### src/rtl/alu_pkg.sv
// alu_pkg: opcodes and sequencer state type shared by ALU initiators
package alu_pkg;
  localparam logic [1:0] OP_ADD     = 2'b00;
  localparam logic [1:0] OP_PASS1   = 2'b01;
  localparam logic [1:0] OP_PASS2   = 2'b10;
  localparam logic [1:0] OP_ILLEGAL = 2'b11;
  typedef enum logic [1:0] {IDLE, SETTLE, RESP} seq_state_e;
endpackage

### src/rtl/alu_op_sequencer_settle_counter.sv
// settle_counter: loadable down-counter with a done pulse on the last settle cycle
module settle_counter #(
  parameter int CW = 3
) (
  input  logic          clk,
  input  logic          rst_n,
  input  logic          load,
  input  logic [CW-1:0] load_val,
  output logic          done
);
  logic [CW-1:0] cnt_q, cnt_d;
  always_comb cnt_d = load ? load_val : (cnt_q != '0 ? cnt_q - CW'(1) : cnt_q);
  always_ff @(posedge clk) begin
    if (!rst_n) cnt_q <= '0;
    else cnt_q <= cnt_d;
  end
  assign done = cnt_q == CW'(1);
endmodule

### src/rtl/alu_op_sequencer.sv
// alu_op_sequencer: issues one ALU op, waits the opcode-dependent settle time, returns o1
module alu_op_sequencer
  import alu_pkg::*;
#(
  parameter int DW         = 8,
  parameter int ADD_WAIT   = 3,
  parameter int PASS_WAIT  = 1,
  parameter int OPCHG_WAIT = 1
) (
  input  logic          clk,
  input  logic          rst_n,
  input  logic          req_valid,
  output logic          req_ready,
  input  logic [1:0]    req_opcode,
  input  logic [DW-1:0] req_i1,
  input  logic [DW-1:0] req_i2,
  output logic [DW-1:0] alu_i1,
  output logic [DW-1:0] alu_i2,
  output logic [1:0]    alu_opcode,
  input  logic [DW-1:0] alu_o1,
  output logic          rsp_valid,
  input  logic          rsp_ready,
  output logic [DW-1:0] rsp_data,
  output logic          rsp_err,
  output logic          busy
);
  localparam int MAXW = ADD_WAIT > PASS_WAIT ? ADD_WAIT : PASS_WAIT;
  localparam int CW   = $clog2(MAXW + OPCHG_WAIT + 1);
  seq_state_e    state_q, state_d;
  logic [1:0]    prev_op_q, prev_op_d, alu_op_q, alu_op_d;
  logic [DW-1:0] alu_i1_q, alu_i1_d, alu_i2_q, alu_i2_d, rsp_data_q, rsp_data_d;
  logic          rsp_err_q, rsp_err_d, load, done;
  logic [CW-1:0] wait_val;
  assign wait_val = (req_opcode == OP_ADD ? CW'(ADD_WAIT) : CW'(PASS_WAIT))
                  + (req_opcode != prev_op_q ? CW'(OPCHG_WAIT) : CW'(0));
  settle_counter #(.CW(CW)) u_cnt (
    .clk(clk), .rst_n(rst_n), .load(load), .load_val(wait_val), .done(done)
  );
  always_comb begin
    state_d    = state_q;
    prev_op_d  = prev_op_q;
    alu_op_d   = alu_op_q;
    alu_i1_d   = alu_i1_q;
    alu_i2_d   = alu_i2_q;
    rsp_data_d = rsp_data_q;
    rsp_err_d  = rsp_err_q;
    load       = 1'b0;
    if (state_q == IDLE && req_valid) begin
      if (req_opcode != OP_ILLEGAL) begin
        alu_op_d  = req_opcode;
        alu_i1_d  = req_i1;
        alu_i2_d  = req_i2;
        prev_op_d = req_opcode;
        load      = 1'b1;
        state_d   = SETTLE;
      end else begin
        rsp_data_d = '0;
        rsp_err_d  = 1'b1;
        state_d    = RESP;
      end
    end else if (state_q == SETTLE && done) begin
      rsp_data_d = alu_o1;
      rsp_err_d  = 1'b0;
      state_d    = RESP;
    end else if (state_q == RESP && rsp_ready) begin
      state_d = IDLE;
    end
  end
  always_ff @(posedge clk) begin
    if (!rst_n) begin
      state_q    <= IDLE;
      prev_op_q  <= OP_ILLEGAL;
      alu_op_q   <= '0;
      alu_i1_q   <= '0;
      alu_i2_q   <= '0;
      rsp_data_q <= '0;
      rsp_err_q  <= 1'b0;
    end else begin
      state_q    <= state_d;
      prev_op_q  <= prev_op_d;
      alu_op_q   <= alu_op_d;
      alu_i1_q   <= alu_i1_d;
      alu_i2_q   <= alu_i2_d;
      rsp_data_q <= rsp_data_d;
      rsp_err_q  <= rsp_err_d;
    end
  end
  assign req_ready  = state_q == IDLE;
  assign busy       = state_q != IDLE;
  assign rsp_valid  = state_q == RESP;
  assign alu_i1     = alu_i1_q;
  assign alu_i2     = alu_i2_q;
  assign alu_opcode = alu_op_q;
  assign rsp_data   = rsp_data_q;
  assign rsp_err    = rsp_err_q;
endmodule

### config.mk
export PLATFORM = sky130hd
export DESIGN_NAME = alu_op_sequencer
export DESIGN_NICKNAME = d
export VERILOG_FILES = /design/src/rtl/alu_pkg.sv /design/src/rtl/alu_op_sequencer_settle_counter.sv /design/src/rtl/alu_op_sequencer.sv
export SDC_FILE = /design/constraint.sdc
export NUM_CORES = 1
export LEC_CHECK = 0
export ABC_AREA = 1
export CAP_MARGIN = 15
export CORE_ASPECT_RATIO = 1.5
export CORE_MARGIN = 3
export CORE_UTILIZATION = 40
export CTS_CLUSTER_DIAMETER = 30
export DETAILED_ROUTE_END_ITERATION = 16
export PLACE_DENSITY = 0.72
export SLEW_MARGIN = 20
export SYNTH_ARGS = -nofsm -noshare
export SYNTH_HDL_FRONTEND = slang
export SYNTH_HIERARCHICAL = 1
export SYNTH_SLANG_ARGS = --single-unit
export TNS_END_PERCENT = 100
### constraint.sdc
create_clock -name clk -period 3.3 [get_ports clk]
set_input_delay 0.66 -clock clk [delete_from_list [all_inputs] [get_ports clk]]
set_output_delay 0.66 -clock clk [all_outputs]
set_load 0.03 [all_outputs]
---- Yosys cells after proc, flatten, opt, wreduce, memory -nomap -nowiden ----
Cells that the tools add are included.
cells by class
  add/sub/neg operators ................... 2
  equal/unequal tests ..................... 6
  muxes and demuxes ....................... 16
  reductions and logical operators ........ 12
operators by type and width
  operator                                             count
  2-to-1 mux 8 bit                                     3
  2-to-1 mux 2 bit                                     5
  2-to-1 mux 1 bit                                     6
  2-to-1 mux 3 bit                                     2
  nonzero test 2 bit                                   3
  nonzero test 3 bit                                   2
  logical NOT 2 bit                                    2
  != test 2 bit, second input constant                 2
  AND reduction 2 bit                                  2
  adder 2 x 1 -> 3 bit                                 1
  equality test 3 x 1 -> 1 bit, second input constant  1
  logical AND 1 bit                                    3
  subtractor 3 x 1 -> 3 bit, second input constant     1
  equality test 2 x 1 -> 1 bit, second input constant  1
  equality test 2 bit, second input constant           1
  != test 2 bit                                        1
word-level totals
  register bits ........................... 34
  output and inout port bits .............. 30
  word-level logic and storage cells ...... 44

---- Longest topological paths before layout ----
Gate-level depths: netlist of the first run.
  depth in word-level cells ............... 5
  mapped depth ............................ 8
  depth with buffers taken out ............ 8

---- By module ----
The synthesis of the first run kept the hierarchy.
modules (own cells, without submodules)
  module            times used  cells an instance  area an instance (um^2)  sequential area each (um^2)
  alu_op_sequencer  1           148                1,234.9                  620.6
  settle_counter    1           36                 219.0                    60.1

---- Least setup slack after synthesis of the first run ----
Ideal clock, no wire load.
  path type ............................... in2reg
  start ................................... in req_opcode[1]
  end ..................................... reg u_cnt.cnt_q[1]
  library setup time ...................... 111 ps
  arrival ................................. 1,499 ps
  setup slack ............................. 1,690 ps
  cell stages on the path ................. 7
  buffers on the path ..................... 0
  path through ............................ or2_2 -> nand3_1 -> ha_1 -> nand2_1 -> o21ai_0 -> nor2_1 -> nor2_1
between the ends
  cells in the longest elaborated chain, start to end .. 4
  elaborated cells on any way between the ends .. 10
ends and longest elaborated chain
  item                                                         line                                            text
  start: declaration                                           alu_op_sequencer.sv:14                          input logic [1:0] req_opcode,
  != test 2 bit / logical NOT 2 bit (equally long branches)    alu_op_sequencer.sv:35, alu_op_sequencer.sv:34
  2-to-1 mux 1 bit / 2-to-1 mux 2 bit (equally long branches)  alu_op_sequencer.sv:35, alu_op_sequencer.sv:34
  adder 2 x 1 -> 3 bit (*)                                     alu_op_sequencer.sv:35                          + (req_opcode != prev_op_q ? CW'(OPCHG_WAIT) : CW'(0));
  named net wait_val[1]                                        alu_op_sequencer.sv:33                          logic [CW-1:0] wait_val;
  2-to-1 mux 3 bit (*)                                         alu_op_sequencer_settle_counter.sv:12           always_comb cnt_d = load ? load_val : (cnt_q != '0 ? cnt_q - CW'(1) : cnt_q);
  end signal: assignment                                       alu_op_sequencer_settle_counter.sv:15           else cnt_q <= cnt_d;
  end: declaration                                             alu_op_sequencer_settle_counter.sv:11           logic [CW-1:0] cnt_q, cnt_d;
Mark *: on every way through the listed nets, which the timed path passes. The rest lies on a longest branch.
A chain may end at the register's enable or synchronous reset.

---- Final worst setup path of the first run ----
  start ................................... reg state_q[0]
  end ..................................... out req_ready
between the ends
  cells in the longest elaborated chain, start to end .. 1
ends and longest elaborated chain
  item                      line                    text
  start: declaration        alu_op_sequencer.sv:29  seq_state_e state_q, state_d;
  start signal: assignment  alu_op_sequencer.sv:79  state_q <= state_d;
  logical NOT 2 bit         alu_op_sequencer.sv:88  assign req_ready = state_q == IDLE;
  end: declaration          alu_op_sequencer.sv:13  output logic req_ready,
No other way between the ends.

==> results of run 1 <==
## cell usage after synthesis (all sizes together)
master and count:
nand2 60, dfxtp 34, a21oi 29, nand3 17
inv 16, nor2 13, buf 5, ha 4
o21ai 3, clkbuf 1, or2 1, xnor2 1
## layout make-up
type | instances | area, um^2 | share of cell area
clock inverters | 3 | 40.0 | 0.0185
repair buffers | 59 | 591 | 0.273
inverters | 16 | 62.6 | 0.0289
well taps | 42 | 52.6 | 0.0243
flip-flops and latches | 34 | 681 | 0.315
clock buffers | 5 | 68.8 | 0.0318
multi-input cells | 128 | 668 | 0.309
## through the flow
| stage | utilization | total power [mW] | worst slack (ns) | std cells |
|---|---|---|---|---|
| finish | 0.627 | 1.21 | 1.10 | 287 |
| detailed placement | 0.596 | 0.855 | 0.971 | 279 |
| floorplan | - | 0.732 | 1.69 | 184 |
| global placement | 0.596 | 0.853 | 1.02 | 279 |
| CTS | 0.627 | 1.23 | 1.07 | 287 |
| global route | 0.627 | 1.29 | 1.01 | 287 |
## critical path: cells and delay by family, from the launching register on
family                 cells  cell delay (ns)
DFF                        1             0.37
and+or+nand+nor            1             0.20
buffers and inverters      1             0.70
## power groups by stage
stage / clock network (mW) / registers (mW) / logic [mW]
global route: 0.398 / 0.487 / 0.401
global placement: 0 / 0.491 / 0.363
CTS: 0.381 / 0.482 / 0.365
floorplan: 0 / 0.531 / 0.202
finish: 0.372 / 0.482 / 0.360
detailed placement: 0 / 0.491 / 0.364
## metal layers
metal / track usage / vias to the layer above / share of wire
li1: - / 708 / -
met1: 0.172 / 621 / 0.42
met2: 0.267 / 35 / 0.52
met3: 0.0534 / 5 / 0.051
met4: 0.0584 / 0 / 0.013
met5: 0 / - / 0
## sequential cells by signal (all words and copies together), names as in the netlist
signal	cells
alu_opcode	2
state_q	2
rsp_data	8
prev_op_q	2
rsp_err	1
u_cnt/cnt_q	3
alu_i2	8
alu_i1	8
## worst paths after layout
path,to,slack (ns),cells after the start
max reg2reg,rsp_data[2],1.66,8
max,req_ready,1.10,2
min,alu_opcode[0],0.46,2
min reg2reg,alu_opcode[0],0.46,2
## cells by family after synthesis
kind of cell,after synthesis,share of synthesized area
flip-flops,34,0.468
AO/OA/AOI/OAI,32,0.133
AND/OR/NAND/NOR,91,0.286
buffers and inverters,22,0.0723
adder cells (fa/ha/maj),4,0.0344
XOR/XNOR,1,0.00603
==> out/metrics.cfg, run 1 <==
[placement]
dp_hpwl_um = 2360
place.gp.congestion = 0.700
numPortBuffers = 59
placed_area_um2 = 2050

[power]
power_density_nw_per_um2 = 561
power_leakage_nw = 0.857
netSwitchingFraction = 0.317
intPower_mw = 0.828
p_seq_frac = 0.397
p_switching_mw = 0.385
pwr-share-clk = 0.307
pwr-share-comb = 0.296
vdd_ir_drop_max_mv = 0.377

[worst_hold_path]
hp-class = flop to flop
hold_path_startpoint = alu_opcode[0]

[sta]
setup_violations = 0
period_share = 0.668
finalHoldViolations = 0
finalCriticalPeriod_ns = 2.20
fin_setup_tns_ns = 0
holdWs_ns = 0.464
slew_viol_final = 0
rsz0062_at_grt = false
slew_headroom = 0.628
tightest_slew_ns = 0.557
finClkSkew_ns = 0.00242
max_freq_ghz = 0.454

[floorplan]
die_height_um = 79.8
die_w_um = 55.2
die_area_um2 = 4410
core_area_um2 = 3450
start_util = 0.422
rows = 26
pin_count = 60

[logic_synthesis]
yosysWarningCount = 6
synth_top_area_share = 0.468
syn_avg_cell_area_um2 = 7.90
synth_cell_type_count = 22
yosysTopAreaCell = dfxtp_1
ys_seq_elements = 34
ys_top_cells_by_area = dfxtp_1 (47%), nand2_1 (13%), a21oi_1 (6.9%), a21oi_2 (5.4%), nand3_1 (5.2%)
syn_area_um2 = 1450
synth_seq_area_share = 0.468
syn_nets = 218
synthCells = 184

[finish]
final_net_count = 278
fillCellCount = 336
antenna_cells = 0
layout_commonest_cell = clkdlybuf4s50_1
stdcell_area_um2 = 2160
final_cell_mix = clkdlybuf4s50_1 (59), nand2_1 (51), dfxtp_1 (34)
drive_gt1_frac = 0.135
area_growth_pct = 48.8

[clocking]
hold_buffers = 0
clkTransAtPathRegs_ns = 0.07
clock-sinks = 34
htree_levels = 2
clockRootBuffer = clkbuf_8
cts.path.max_buffers = 2
post_cts_buffers = 0
cts_resized = 0
insertion_delay_ns = 0.29
cts_tree = built
numCtsBuffers = 5

[worst_setup_path]
path_max_fanout = 5
path_class = flop to output port
critPathLaunch = state_q[0]
crit_required_ns = 2.64
max_stage_delay_ns = 0.70
timing.rr.start = u_cnt/cnt_q[1]
cp-start-kind = flop
crit_arrival_ns = 1.54
crit_chain = nor2_4 > clkdlybuf4s50_1
worst_path_max_delay_cell = clkdlybuf4s50_1
critPathCaptureType = output port

[grt]
grt_pass1_vias = 1190
grt_pass1_wl_um = 5360
grt-ovfl-total = 0
grt_start_max_net_pins = 29
grt_usage = 0.154
grt_antenna_before_repair = 0

[drt]
drt_iter0_markers = 26
totalWireLength_um = 3310
drc_errors = 0
postRouteAntennaNets = 0
viasPerCell = 4.77
avgRoutedWirePerCell_um = 11.5
routed-via-count = 1369
firstDrtPassIters = 4

[run_status]
status = finished, final reports clean

[job]
cap_violations = 0

(Power assumes the default switching activity.)
==> inputs of run 2 (changes only) <==
--- a/config.mk
+++ b/config.mk
@@ -9,7 +9,7 @@
 export CAP_MARGIN = 15
 export CORE_ASPECT_RATIO = 1.5
 export CORE_MARGIN = 3
-export CORE_UTILIZATION = 40
+export CORE_UTILIZATION = 38
 export CTS_CLUSTER_DIAMETER = 30
 export DETAILED_ROUTE_END_ITERATION = 16
 export PLACE_DENSITY = 0.72
==> constraint.sdc (replaced) <==
create_clock -name clk -period 1.9 [get_ports clk]
set_input_delay 0.38 -clock clk [delete_from_list [all_inputs] [get_ports clk]]
set_output_delay 0.38 -clock clk [all_outputs]
set_load 0.03 [all_outputs]
==> run 2 against run 1 <==
  * Non-clock buffer count increased by 4
  * Combinational power rose by 77%
  * Cell count increased by 1.4%
  * Largest cell class unchanged
  * Die area is 4.8% higher
==> out/metrics.cfg, run 2 (same netlist as run 1, synthesis figures left out) <==
[placement]
placed_cells = 283
dp_hpwl_um = 2500
place.gp.congestion = 0.797
numPortBuffers = 59

[worst_setup_path]
cp-start-kind = flop
crit_chain = clkdlybuf4s50_1
path_max_fanout = 2
crit_family = buffers and inverters
max_stage_delay_ns = 0.68
cp.buffers_inverters = 1
crit_required_ns = 1.52
worst_path_max_delay_cell = clkdlybuf4s50_1
crit_arrival_ns = 1.30
critPathCaptureType = output port
path_class = flop to output port

[power]
power_density_nw_per_um2 = 942
power_leakage_nw = 0.886
vdd_ir_drop_max_mv = 0.663

[floorplan]
start_util = 0.410
core_area_um2 = 3550
pin_count = 60
die_area_um2 = 4620
die_w_um = 56.5
die_height_um = 81.8
rows = 26

[finish]
antenna_cells = 0
fin_cells = 291
fillCellCount = 333
drive_gt1_frac = 0.149
final_util = 0.621
final_net_count = 282
final_cell_mix = clkdlybuf4s50_1 (56), nand2_1 (51), dfxtp_1 (34)
layout_commonest_cell = clkdlybuf4s50_1
area_growth_pct = 51.5

[sta]
tightest_slew_ns = 0.558
finClkSkew_ns = 0.00400
max_freq_ghz = 0.596
finalCriticalPeriod_ns = 1.68
rsz0062_at_grt = false
setup_violations = 0
slew_viol_final = 0
period_share = 0.883
fin_setup_tns_ns = 0
finalHoldViolations = 0
slew_headroom = 0.627

[drt]
postRouteAntennaNets = 0
routed-via-count = 1360
drt_iter0_markers = 54
firstDrtPassIters = 4
drc_errors = 0
avgRoutedWirePerCell_um = 11.4
viasPerCell = 4.67
totalWireLength_um = 3330

[grt]
grt_usage = 0.145
grt_antenna_before_repair = 0
grt_start_max_net_pins = 29
grt_pass1_vias = 1209
grt-ovfl-total = 0
grt_pass1_wl_um = 5300

[clocking]
hold_buffers = 0
post_cts_buffers = 0
clockRootBuffer = clkbuf_8
htree_levels = 2
numCtsBuffers = 5
clkTransAtPathRegs_ns = 0.07
cts.path.max_buffers = 2
insertion_delay_ns = 0.27
clock-sinks = 34
cts_tree = built

[run_status]
status = finished, final reports clean

[worst_hold_path]
hp-class = flop to flop

[job]
cap_violations = 0

[run 2: cell count changes in the layout (fill, tap and decap cells not counted), moves of 2 or more]
cell and change:
dlygate4sd2_1 +3, buf_4 +3, clkinv_2 -2, clkbuf_8 +3
clkdlybuf4s50_1 -3
[run 2: final cells by class]
| cell class | instances | area, um^2 | share of cell area |
|---|---|---|---|
| Inverter | 16 | 62.6 | 0.0284 |
| Timing Repair Buffer | 63 | 629 | 0.286 |
| Clock buffer | 8 | 110 | 0.0500 |
| Tap cell | 42 | 52.6 | 0.0239 |
| Multi-Input combinational cell | 128 | 668 | 0.303 |
| Sequential cell | 34 | 681 | 0.309 |
[run 2: timing repair]
| action | in CTS | in global routing |
|---|---|---|
| endpoints found under the hold margin | 0 | 0 |
| endpoints found under the setup margin | 3 | 0 |
| gates resized for setup | 3 | 0 |
[run 2: routing by layer]
metal / vias to the layer above / part of all wire / global-route usage
met5: - / 0 / 0
met4: 0 / 0.0087 / 0.0570
met3: 2 / 0.053 / 0.0330
met2: 45 / 0.54 / 0.262
met1: 602 / 0.40 / 0.164
li1: 711 / - / -
[run 2: final timing paths]
path	depth (start not counted)	from	slack, ns	endpoint
max	1	alu_i2[6]	0.22	alu_i2[6]
min reg2reg	2	rsp_err	0.46	rsp_err
min	2	rsp_err	0.46	rsp_err
max reg2reg	8	prev_op_q[1]	0.53	u_cnt/cnt_q[1]
[run 2: stage by stage]
step           hold slack [ns]  cell area [um^2]  total power [mW]  setup slack [ns]
6_report                 0.463              2200              2.08             0.222
3_3_place_gp             0.452              2100              1.50            0.0333
2_1_floorplan            0.442              1450              1.27             0.553
3_5_place_dp             0.456              2100              1.51          -0.00298
5_1_grt                  0.480              2200              2.21             0.160
4_1_cts                  0.466              2200              2.11             0.206
[run 2: power by group]
group / total [mW] / switching, mW / internal, mW
clock: 0.602 / 0.236 / 0.366
sequential: 0.836 / 0.0460 / 0.790
combinational: 0.639 / 0.366 / 0.273
==> inputs of run 3 (changes only) <==
--- a/config.mk
+++ b/config.mk
@@ -5,14 +5,14 @@
 export SDC_FILE = /design/constraint.sdc
 export NUM_CORES = 1
 export LEC_CHECK = 0
-export ABC_AREA = 1
 export CAP_MARGIN = 15
 export CORE_ASPECT_RATIO = 1.5
 export CORE_MARGIN = 3
-export CORE_UTILIZATION = 38
+export CORE_UTILIZATION = 39
 export CTS_CLUSTER_DIAMETER = 30
 export DETAILED_ROUTE_END_ITERATION = 16
 export PLACE_DENSITY = 0.72
+export SETUP_SLACK_MARGIN = 0.15
 export SLEW_MARGIN = 20
 export SYNTH_ARGS = -nofsm -noshare
 export SYNTH_HDL_FRONTEND = slang
==> run 3 against run 2 <==
  * Critical path depth is the same
  * Global-route usage is 2.8 points higher
  * Synthesized cell count fell by 1.6%
  * Sequential share of layout area decreased by 2.3 points
  * Cell count up 1.7%
  * Non-clock buffer count increased by 13
  * Setup slack worse by 0.026 ns
  * Clock skew rose by 0.00093 ns
  * Largest cell class is now multi-input gates
==> out/metrics.cfg, run 3 <==
[worst_hold_path]
hp-class = flop to flop
min_to = alu_i2[4]
hold_path_startpoint = alu_i2[4]
hold_depth = 2

[logic_synthesis]
yosysTopAreaCell = dfxtp_1
syn_nets = 215
ys_seq_elements = 34
syn_area_um2 = 1580
async_flop_share = 0
synth_cell_type_count = 33
ys_top_cells_by_area = dfxtp_1 (43%), nand2_1 (10%), mux2i_1 (10%), nand3_1 (3.5%), a31oi_1 (3.2%)
yosysWarningCount = 6
synth_seq_area_share = 0.432
synth_edf_count = 0
netlist_top_cells_count = nand2_1 (43), dfxtp_1 (34), mux2i_1 (16)
syn_avg_cell_area_um2 = 8.70
synth_top_area_share = 0.432
synth_ff_type = dfxtp_1
synthCells = 181
yosysMostFrequentCell = nand2_1

[placement]
placed_area_um2 = 2290
numPortBuffers = 59
post-place-ws_ns = -0.121
dp_hpwl_um = 2820
place.gp.congestion = 0.760

[finish]
layout_commonest_cell = clkdlybuf4s50_1
stdcell_area_um2 = 2380
antenna_cells = 0
final_net_count = 286
area_growth_pct = 51.4
final_cell_mix = clkdlybuf4s50_1 (54), nand2_1 (43), dfxtp_1 (33)
drive_gt1_frac = 0.123

[clocking]
post_cts_buffers = 0
numCtsBuffers = 5
cts.path.max_buffers = 2
clock-sinks = 34
clockRootBuffer = clkbuf_8
insertion_delay_ns = 0.29
cts_tree = built
hold_buffers = 0
clkTransAtPathRegs_ns = 0.07
htree_levels = 2

[worst_setup_path]
crit_required_ns = 1.52
path_class = flop to output port
cp.buffers_inverters = 1
crit_chain = clkdlybuf4s50_1
crit_family = buffers and inverters
critPathCaptureType = output port
timing.rr.start = u_cnt/cnt_q[1]
r2r-end = state_q[1]
crit_arrival_ns = 1.32
cp-start-kind = flop
worst_path_max_delay_cell = clkdlybuf4s50_1
max_stage_delay_ns = 0.68
reg2regPathDepth = 6
rrSetupSlack_ns = 0.36
path_max_fanout = 3

[drt]
totalWireLength_um = 3850
drt_iter0_markers = 31
wl_met2_um = 1970
drc_errors = 0
postRouteAntennaNets = 0
highest_layer = met4
wl_met1_um = 1650
viasPerCell = 5.00
wl_met3_um = 150
avgRoutedWirePerCell_um = 13.0
routed-via-count = 1481
firstDrtPassIters = 4

[grt]
grt-ovfl-total = 0
grt_antenna_before_repair = 0
grt_usage = 0.173
grt_pass1_wl_um = 6590
grt_start_max_net_pins = 36
grt_pass1_vias = 1475

[floorplan]
die_w_um = 57.9
start_util = 0.416
pin_count = 60
die_area_um2 = 4850
die_height_um = 83.8
core_area_um2 = 3780
rows = 27

[sta]
slew_headroom = 0.746
setup_ws_ns = 0.196
finalCriticalPeriod_ns = 1.70
finClkSkew_ns = 0.00493
slew_viol_final = 0
finalHoldViolations = 0
tightest_slew_ns = 0.380
period_share = 0.897
setup_violations = 0
max_freq_ghz = 0.587
rsz0062_at_grt = false

[power]
p_switching_mw = 0.639
pwr-share-comb = 0.318
vdd_ir_drop_max_mv = 0.544
power_leakage_nw = 0.967
pwr-share-clk = 0.268
power_density_nw_per_um2 = 851
p_seq_frac = 0.413
netSwitchingFraction = 0.315
intPower_mw = 1.39

[run_status]
status = finished, final reports clean

[job]
cap_violations = 0

## run 3: cell types whose count changed after synthesis, moves of 8 or more
cell / previous run / this run
a21oi_1: 20 / 3
mux2i_1: 0 / 16
a21oi_2: 9 / 0
nand2_2: 9 / 0
a31oi_1: 0 / 8
clkbuf_1: 1 / 9
nand2_1: 51 / 43
nand4_1: 0 / 8
nor2_1: 11 / 3
## run 3: layout make-up
class                   instances  area (um^2)
inverters                       8         30.0
flip-flops and latches         34          682
well taps                      43         53.8
clock inverters                 1         5.00
multi-input cells             127          797
repair buffers                 76          731
fillers                       344         1400
clock buffers                   7         86.3
## run 3: repair_timing
action	in CTS	in global routing
resized for setup	3	4
hold endpoints to repair	0	0
endpoints found under the setup margin	3	11
## run 3: worst min-delay path, cell delays in order (launching register included)
cell,delay (ns)
dfxtp_1,0.31
nand2_1,0.05
mux2i_1,0.05
## run 3: worst max path at each step
stage,cells after the start,end,slack (ns),start
final,1,rsp_data[3],0.20,rsp_data[3]
after CTS,3,busy,0.16,state_q[1]
after global placement,5,alu_opcode[0],-0.09,req_valid
after detailed placement,5,alu_opcode[0],-0.12,req_valid
after global routing,1,rsp_data[3],0.15,rsp_data[3]
after floorplan,6,u_cnt/cnt_q[1],0.20,req_valid
## run 3: cell families after synthesis
family                     synth area share
muxes                                 0.102
AOI/OAI and AO/OA                    0.0913
DFF                                   0.432
adders and majority gates            0.0318
buffers and inverters                0.0635
and+or+nand+nor                       0.268
xor gates and xnor gates             0.0111
## run 3: power by group through the flow
stage | Clock [mW] | Combinational [mW] | Sequential (mW)
2_1_floorplan | 0 | 0.327 | 0.918
3_3_place_gp | 0 | 0.646 | 0.851
3_5_place_dp | 0 | 0.654 | 0.853
4_1_cts | 0.568 | 0.650 | 0.838
5_1_grt | 0.589 | 0.710 | 0.849
6_report | 0.544 | 0.646 | 0.839
## run 3: metrics by stage
stage                     hold WS (ns)  total power [mW]  setup TNS, ns   util  instances
after floorplan                  0.470              1.24              0      -        181
after global placement           0.441              1.50         -0.818  0.604        288
after global routing             0.477              2.15              0  0.630        296
final                            0.459              2.03              0  0.630        296
after CTS                        0.462              2.06              0  0.628        296
after detailed placement         0.449              1.51          -1.34  0.604        288
## run 3: per-layer routing
metal,global-route usage,vias up
met5,0,-
met4,0.0886,0
met3,0.0418,5
met2,0.283,25
met1,0.204,688
li1,-,763
